--- src/rtl/seq_gen_pkg.sv ---
// Shared types and widths for the serial pattern generator.
package seq_gen_pkg;

   typedef enum logic [1:0] {
      ST_IDLE = 2'd0,
      ST_SEND = 2'd1,
      ST_GAP  = 2'd2
   } state_e;

   localparam int W_DEF = 8;
   localparam int IDX_W = 3;
   localparam int REP_W = 4;
   localparam int GAP_W = 4;

endpackage

--- src/rtl/seq_gen_cnt.sv ---
// Loadable down-counter with zero flag; holds at zero instead of wrapping.
module seq_gen_cnt #(
   parameter int CW = 4
) (
   input  logic          clk_i,
   input  logic          rst_ni,
   input  logic          load_i,
   input  logic [CW-1:0] load_val_i,
   input  logic          dec_i,
   output logic [CW-1:0] cnt_o,
   output logic          zero_o
);

   logic [CW-1:0] cnt_q;
   logic [CW-1:0] cnt_d;

   always_comb begin
      cnt_d = cnt_q;
      if (load_i) begin
         cnt_d = load_val_i;
      end else if (dec_i && (cnt_q != '0)) begin
         cnt_d = cnt_q - 1'b1;
      end
   end

   always_ff @(posedge clk_i) begin
      if (!rst_ni) begin
         cnt_q <= '0;
      end else begin
         cnt_q <= cnt_d;
      end
   end

   assign cnt_o  = cnt_q;
   assign zero_o = (cnt_q == '0);

endmodule

--- src/rtl/seq_gen.sv ---
// Serializes a latched pattern MSB-first, repeated with optional idle-low gaps.
//   state   | meaning
//   IDLE    | ready for a request; SOUT low
//   SEND    | shifting out bit idx of the latched pattern
//   GAP     | SOUT held low between repetitions
module seq_gen
   import seq_gen_pkg::*;
#(
   parameter int W   = W_DEF,
   parameter int GAP = 1
) (
   input  logic             ck_i,
   input  logic             r_i,
   input  logic [W-1:0]     din_i,
   input  logic [IDX_W-1:0] len_i,
   input  logic [REP_W-1:0] rep_i,
   input  logic             valid_i,
   output logic             ready_o,
   output logic             sout_o,
   output logic             busy_o,
   output logic             done_o
);

   localparam logic [GAP_W-1:0] GAP_LOAD = (GAP > 0) ? GAP_W'(GAP - 1) : '0;

   state_e           state_q, state_d;
   logic             sout_q, sout_d;
   logic             done_q, done_d;
   logic [W-1:0]     data_q;
   logic [IDX_W-1:0] len_q;
   logic             cap;

   logic             idx_load, idx_dec, idx_zero;
   logic [IDX_W-1:0] idx_val, idx_cnt;
   logic             rep_load, rep_dec, rep_zero;
   logic [REP_W-1:0] rep_cnt_unused;
   logic             gap_load, gap_dec, gap_zero;
   logic [GAP_W-1:0] gap_cnt_unused;

   seq_gen_cnt #(.CW(IDX_W)) u_idx (
      .clk_i(ck_i), .rst_ni(r_i), .load_i(idx_load), .load_val_i(idx_val),
      .dec_i(idx_dec), .cnt_o(idx_cnt), .zero_o(idx_zero)
   );

   seq_gen_cnt #(.CW(REP_W)) u_rep (
      .clk_i(ck_i), .rst_ni(r_i), .load_i(rep_load), .load_val_i(rep_i),
      .dec_i(rep_dec), .cnt_o(rep_cnt_unused), .zero_o(rep_zero)
   );

   seq_gen_cnt #(.CW(GAP_W)) u_gap (
      .clk_i(ck_i), .rst_ni(r_i), .load_i(gap_load), .load_val_i(GAP_LOAD),
      .dec_i(gap_dec), .cnt_o(gap_cnt_unused), .zero_o(gap_zero)
   );

   // sout_d is the bit that will be visible on SOUT during the next cycle.
   always_comb begin
      state_d  = state_q;
      sout_d   = 1'b0;
      done_d   = 1'b0;
      cap      = 1'b0;
      idx_load = 1'b0;
      idx_val  = len_q;
      idx_dec  = 1'b0;
      rep_load = 1'b0;
      rep_dec  = 1'b0;
      gap_load = 1'b0;
      gap_dec  = 1'b0;
      case (state_q)
         ST_IDLE: begin
            if (valid_i) begin
               cap      = 1'b1;
               state_d  = ST_SEND;
               idx_load = 1'b1;
               idx_val  = len_i;
               rep_load = 1'b1;
               sout_d   = din_i[len_i];
            end
         end
         ST_SEND: begin
            if (!idx_zero) begin
               idx_dec = 1'b1;
               sout_d  = data_q[idx_cnt - 3'd1];
            end else if (!rep_zero) begin
               rep_dec = 1'b1;
               if (GAP > 0) begin
                  state_d  = ST_GAP;
                  gap_load = 1'b1;
               end else begin
                  idx_load = 1'b1;
                  sout_d   = data_q[len_q];
               end
            end else begin
               state_d = ST_IDLE;
               done_d  = 1'b1;
            end
         end
         ST_GAP: begin
            if (gap_zero) begin
               state_d  = ST_SEND;
               idx_load = 1'b1;
               sout_d   = data_q[len_q];
            end else begin
               gap_dec = 1'b1;
            end
         end
         default: state_d = ST_IDLE;
      endcase
   end

   always_ff @(posedge ck_i) begin
      if (!r_i) begin
         state_q <= ST_IDLE;
         sout_q  <= 1'b0;
         done_q  <= 1'b0;
         data_q  <= '0;
         len_q   <= '0;
      end else begin
         state_q <= state_d;
         sout_q  <= sout_d;
         done_q  <= done_d;
         if (cap) begin
            data_q <= din_i;
            len_q  <= len_i;
         end
      end
   end

   assign ready_o = (state_q == ST_IDLE);
   assign busy_o  = (state_q != ST_IDLE);
   assign sout_o  = sout_q;
   assign done_o  = done_q;

endmodule

--- config.mk ---
export PLATFORM = sky130hd
export DESIGN_NAME = seq_gen
export DESIGN_NICKNAME = d
export VERILOG_FILES = /design/src/rtl/seq_gen_pkg.sv /design/src/rtl/seq_gen_cnt.sv /design/src/rtl/seq_gen.sv
export SDC_FILE = /design/constraint.sdc
export NUM_CORES = 1
export LEC_CHECK = 0
export BUFFER_PORTS_ARGS = -buffer_cell sky130_fd_sc_hd__buf_2
export CAP_MARGIN = 10
export CORE_ASPECT_RATIO = 1.4
export CORE_MARGIN = 2
export CORE_UTILIZATION = 50
export CTS_CLUSTER_DIAMETER = 40
export DETAILED_ROUTE_END_ITERATION = 8
export PLACE_DENSITY = 0.8
export SYNTH_ARGS = -nofsm -noshare
export SYNTH_HDL_FRONTEND = slang
export SYNTH_SLANG_ARGS = --single-unit
--- constraint.sdc ---
create_clock -name ck_i -period 2.1 [get_ports ck_i]
set_input_delay 0.21 -clock ck_i [delete_from_list [all_inputs] [get_ports ck_i]]
set_output_delay 0.21 -clock ck_i [all_outputs]
set_load 0.01 [all_outputs]
==> impl_table.tex <==
\begin{tabular}{lr}
\hline
Metric & Value \\
\hline
\multicolumn{2}{l}{\textbf{Floorplan}} \\
\quad Die height & 66.2 um \\
\quad Die Footprint & 3210 sq um \\
\quad Number of standard-cell rows in the floorplan & 22 \\
\quad Total I/O pin count & 22 \\
\quad Floorplan die width & 48.5 um \\
\quad Starting density of the core & 0.524 \\
\quad Core outline area & 2640 sq um \\
\multicolumn{2}{l}{\textbf{Final layout}} \\
\quad Post-synthesis to final-layout area growth & 11.7\% \\
\quad Number of diodes & 0 \\
\quad Final net count & 198 \\
\quad Ratio of cells with drive above 1 in the final layout & 0.213 \\
\quad FILL cells & 251 \\
\quad Share of the core filled with cells & 0.585 \\
\multicolumn{2}{l}{\textbf{Power and ir drop}} \\
\quad Peak VDD IR & 0.470 mV \\
\quad Leakage dissipation & 0.000639 uW \\
\quad Cell Pwr Density & 702 nW/um\^{}2 \\
\multicolumn{2}{l}{\textbf{Clock tree}} \\
\quad Clock tree from TritonCTS & built \\
\quad Root Driver & sky130\_fd\_sc\_hd\_\_clkbuf\_4 \\
\quad Count of buffers added by post-CTS timing repair for setup & 0 \\
\quad CTS Buf Count & 3 \\
\quad Maximum number of buffers from clock root to sink & 2 \\
\quad TritonCTS sink count & 26 \\
\quad Hold buffer count at cts & 0 \\
\quad Number of gates resized after CTS & 0 \\
\quad H-tree Lvls & 1 \\
\quad Clk\_lat worst skew & 320 ps \\
\quad Clock edge transition at the registers on the reported setup and hold paths & 140 ps \\
\multicolumn{2}{l}{\textbf{Timing}} \\
\quad Unrepaired setup endpoints after global routing & false \\
\quad Final count of negative-setup-slack endpoints & 0 \\
\quad Max Clk Rate & 593 MHz \\
\quad Hold violation total from the final report & 0 \\
\quad Final Critical Period & 1690 ps \\
\quad Clk\_skew & 8.43 ps \\
\quad TNS Setup & 0 ps \\
\quad Part of the cycle the worst path needs & 0.803 \\
\quad Worst slew margin & 0.628 \\
\quad Transition time at the pin with the least slew margin & 558 ps \\
\quad Final-report max-slew violation count & 0 \\
\multicolumn{2}{l}{\textbf{Detailed routing}} \\
\quad Overall routed net length & 2940 um \\
\quad DRC Markers & 0 \\
\quad Detailed-router iteration count before antenna repair & 4 \\
\quad Count of routing violations after the opening detailed-route iteration & 45 \\
\quad DRT antenna net count & 0 \\
\quad Average detailed-routed wire length per instance & 14.0 um \\
\quad Post-DR vias/cell & 5.50 \\
\quad Total vias in the final route & 1156 \\
\multicolumn{2}{l}{\textbf{Setup path}} \\
\quad CP Class & reg2reg \\
\quad Worst-path cell with the longest stage delay & sky130\_fd\_sc\_hd\_\_dfxtp\_1 \\
\quad Critical Path Source Type & flop \\
\quad Element type at the critical path end & flop \\
\quad Most common cell type on the critical path & sky130\_fd\_sc\_hd\_\_nand3\_1 \\
\quad Highest cell delay on the worst timing path & 430 ps \\
\quad Data required time of the worst path & 2320 ps \\
\quad Sequence of cells on the critical path & inv\_1 -> ha\_1 -> mux4\_2 -> mux2\_2 -> nand3\_1 -> nand3\_1 \\
\quad Critical Path AT & 1910 ps \\
\quad Worst path bufs/invs & 1 \\
\quad Worst path depth & 6 \\
\quad CP Max Fanout & 3 \\
\quad Dominant delay contributor by cell family on the critical path & multiplexers \\
\quad Worst reg2reg setup slack & 410 ps \\
\quad Cells on worst reg2reg path & 6 \\
\multicolumn{2}{l}{\textbf{Logic synthesis}} \\
\quad Number of warnings reported in the yosys synthesis log & 0 \\
\quad Area share of the largest cell type after synthesis & 0.376 \\
\quad Top post-synthesis cells by count & sky130\_fd\_sc\_hd\_\_dfxtp\_1, sky130\_fd\_sc\_hd\_\_nand2\_1, sky130\_fd\_sc\_hd\_\_a21oi\_1 \\
\quad Netlist area before placement & 1380 sq um \\
\quad Largest cells by area after synthesis & sky130\_fd\_sc\_hd\_\_dfxtp\_1, sky130\_fd\_sc\_hd\_\_mux4\_2, sky130\_fd\_sc\_hd\_\_nand2\_1 \\
\quad Gate count of the mapped netlist & 153 \\
\quad Commonest register cell after synthesis & sky130\_fd\_sc\_hd\_\_dfxtp\_1 \\
\quad Post-synth ARST share & 0 \\
\quad Cell type with the largest total area after synthesis & sky130\_fd\_sc\_hd\_\_dfxtp\_1 \\
\quad Count of distinct cell types in the synthesized netlist & 41 \\
\quad Flip-flop and latch count after synthesis & 26 \\
\quad Most used standard cell by instance count after synthesis & sky130\_fd\_sc\_hd\_\_dfxtp\_1 \\
\quad Post-synthesis sequential area ratio & 0.376 \\
\quad Number of nets produced by synthesis & 175 \\
\quad Synthesized area per cell & 9.04 sq um \\
\quad Count of flip-flops with a built-in enable after synthesis & 0 \\
\multicolumn{2}{l}{\textbf{Place}} \\
\quad Routability congestion estimate & 0.866 \\
\quad Port Buf Inserts & 21 \\
\quad Post-DP HPWL & 2290 um \\
\multicolumn{2}{l}{\textbf{Min path}} \\
\quad Class of the worst hold path & in2reg \\
\quad Cell depth of the worst min-delay path & 3 \\
\multicolumn{2}{l}{\textbf{Status}} \\
\quad Result of the run & finished clean \\
\multicolumn{2}{l}{\textbf{GRT}} \\
\quad Initial antenna violation count & 0 \\
\quad Largest net degree at the start of global routing & 15 \\
\quad Wire length of the first global-routing pass & 5180 um \\
\quad Remaining Overflow, GRT & 0 \\
\quad Via count of the first global-routing pass & 1192 \\
\quad Overall Global Routing Usage & 0.209 \\
\multicolumn{2}{l}{\textbf{Flow run}} \\
\quad Maximum capacitance violations & 0 \\
\hline
\end{tabular}
cell type report:
class | instances | area (sq um) | share of cell area
Clock buffer | 3 | 22.5 | 0.0146
Timing Repair Buffer | 23 | 120 | 0.0777
Sequential cell | 26 | 520 | 0.337
Multi-Input combinational cell | 113 | 803 | 0.520
Tap cell | 36 | 45.0 | 0.0291
Inverter | 9 | 33.8 | 0.0219
routing by layer:
layer	GRT usage	vias up	wire [um]
met1	0.231	550	1260
li1	-	572	-
met2	0.378	25	1520
met3	0.0294	9	74
met4	0.129	0	85
met5	0	-	0
stage by stage:
stage / setup slack, ps / hold slack, ps / cell area [sq um] / power (uW) / instances
after floorplan: 541 / 328 / 1380 / 802 / 153
after global placement: 502 / 463 / 1520 / 866 / 207
after detailed placement: 454 / 469 / 1520 / 879 / 207
after CTS: 425 / 122 / 1550 / 1080 / 210
after global routing: 322 / 116 / 1550 / 1150 / 210
final: 413 / 117 / 1550 / 1080 / 210
sequential cells by signal, summed over array words and instances (netlist names):
register	flops
data_q	8
done_o	1
len_q	3
sout_o	1
state_q	2
u_gap.cnt_o	4
u_idx.cnt_o	3
u_rep.cnt_o	4
power by group:
group	internal [uW]	total (uW)	switching [uW]
clock	67.2	214	147
combinational	142	298	156
sequential	535	572	37.8
worst register-to-register path: cells and delay by family (launching register included):
family,cells,cell delay (ps)
muxes,2,560
DFF,1,430
adders and majority gates,1,350
and+or+nand+nor,2,150
buffers and inverters,1,110
placed cells by master (no fill, tap or decap), drive strengths merged:
cell type | synthesis | layout
dfxtp | 26 | 26
buf | 5 | 23
nand2 | 22 | 22
a21oi | 15 | 15
nor2 | 13 | 13
inv | 8 | 8
nand3 | 7 | 7
mux2i | 6 | 6
xnor2 | 5 | 5
mux4 | 5 | 5
xor2 | 4 | 4
ha | 4 | 4
nand2b | 3 | 3
and2 | 3 | 3
clkbuf | 0 | 3
a211oi | 3 | 3
nor2b | 3 | 3
o211a | 2 | 2
or3b | 2 | 2
nor3 | 2 | 2
nor3b | 2 | 2
or2 | 1 | 1
clkinv | 1 | 1
nand4bb | 1 | 1
and4bb | 1 | 1
a211o | 1 | 1
o21ai | 1 | 1
a311oi | 1 | 1
o21a | 1 | 1
nor4 | 1 | 1
or3 | 1 | 1
mux2 | 1 | 1
a22oi | 1 | 1
o2111ai | 1 | 1
final timing paths:
kind	end	from
max reg2reg	sout_o$_SDFF_PN0_	u_idx.cnt_o[0]$_SDFFE_PN0P_
min	data_q[5]$_SDFFE_PN0P_	din_i[5]
min reg2reg	data_q[3]$_SDFFE_PN0P_	data_q[3]$_SDFFE_PN0P_
max	sout_o$_SDFF_PN0_	u_idx.cnt_o[0]$_SDFFE_PN0P_
logic make-up after synthesis:
kind of cell / share of synthesized area
adder cells (fa/ha/maj): 0.0362
XOR/XNOR: 0.0570
multiplexers: 0.136
flip-flops: 0.376
AO/OA/AOI/OAI: 0.122
buffers and inverters: 0.0434
AND/OR/NAND/NOR: 0.230
(Power assumes the default switching activity.)
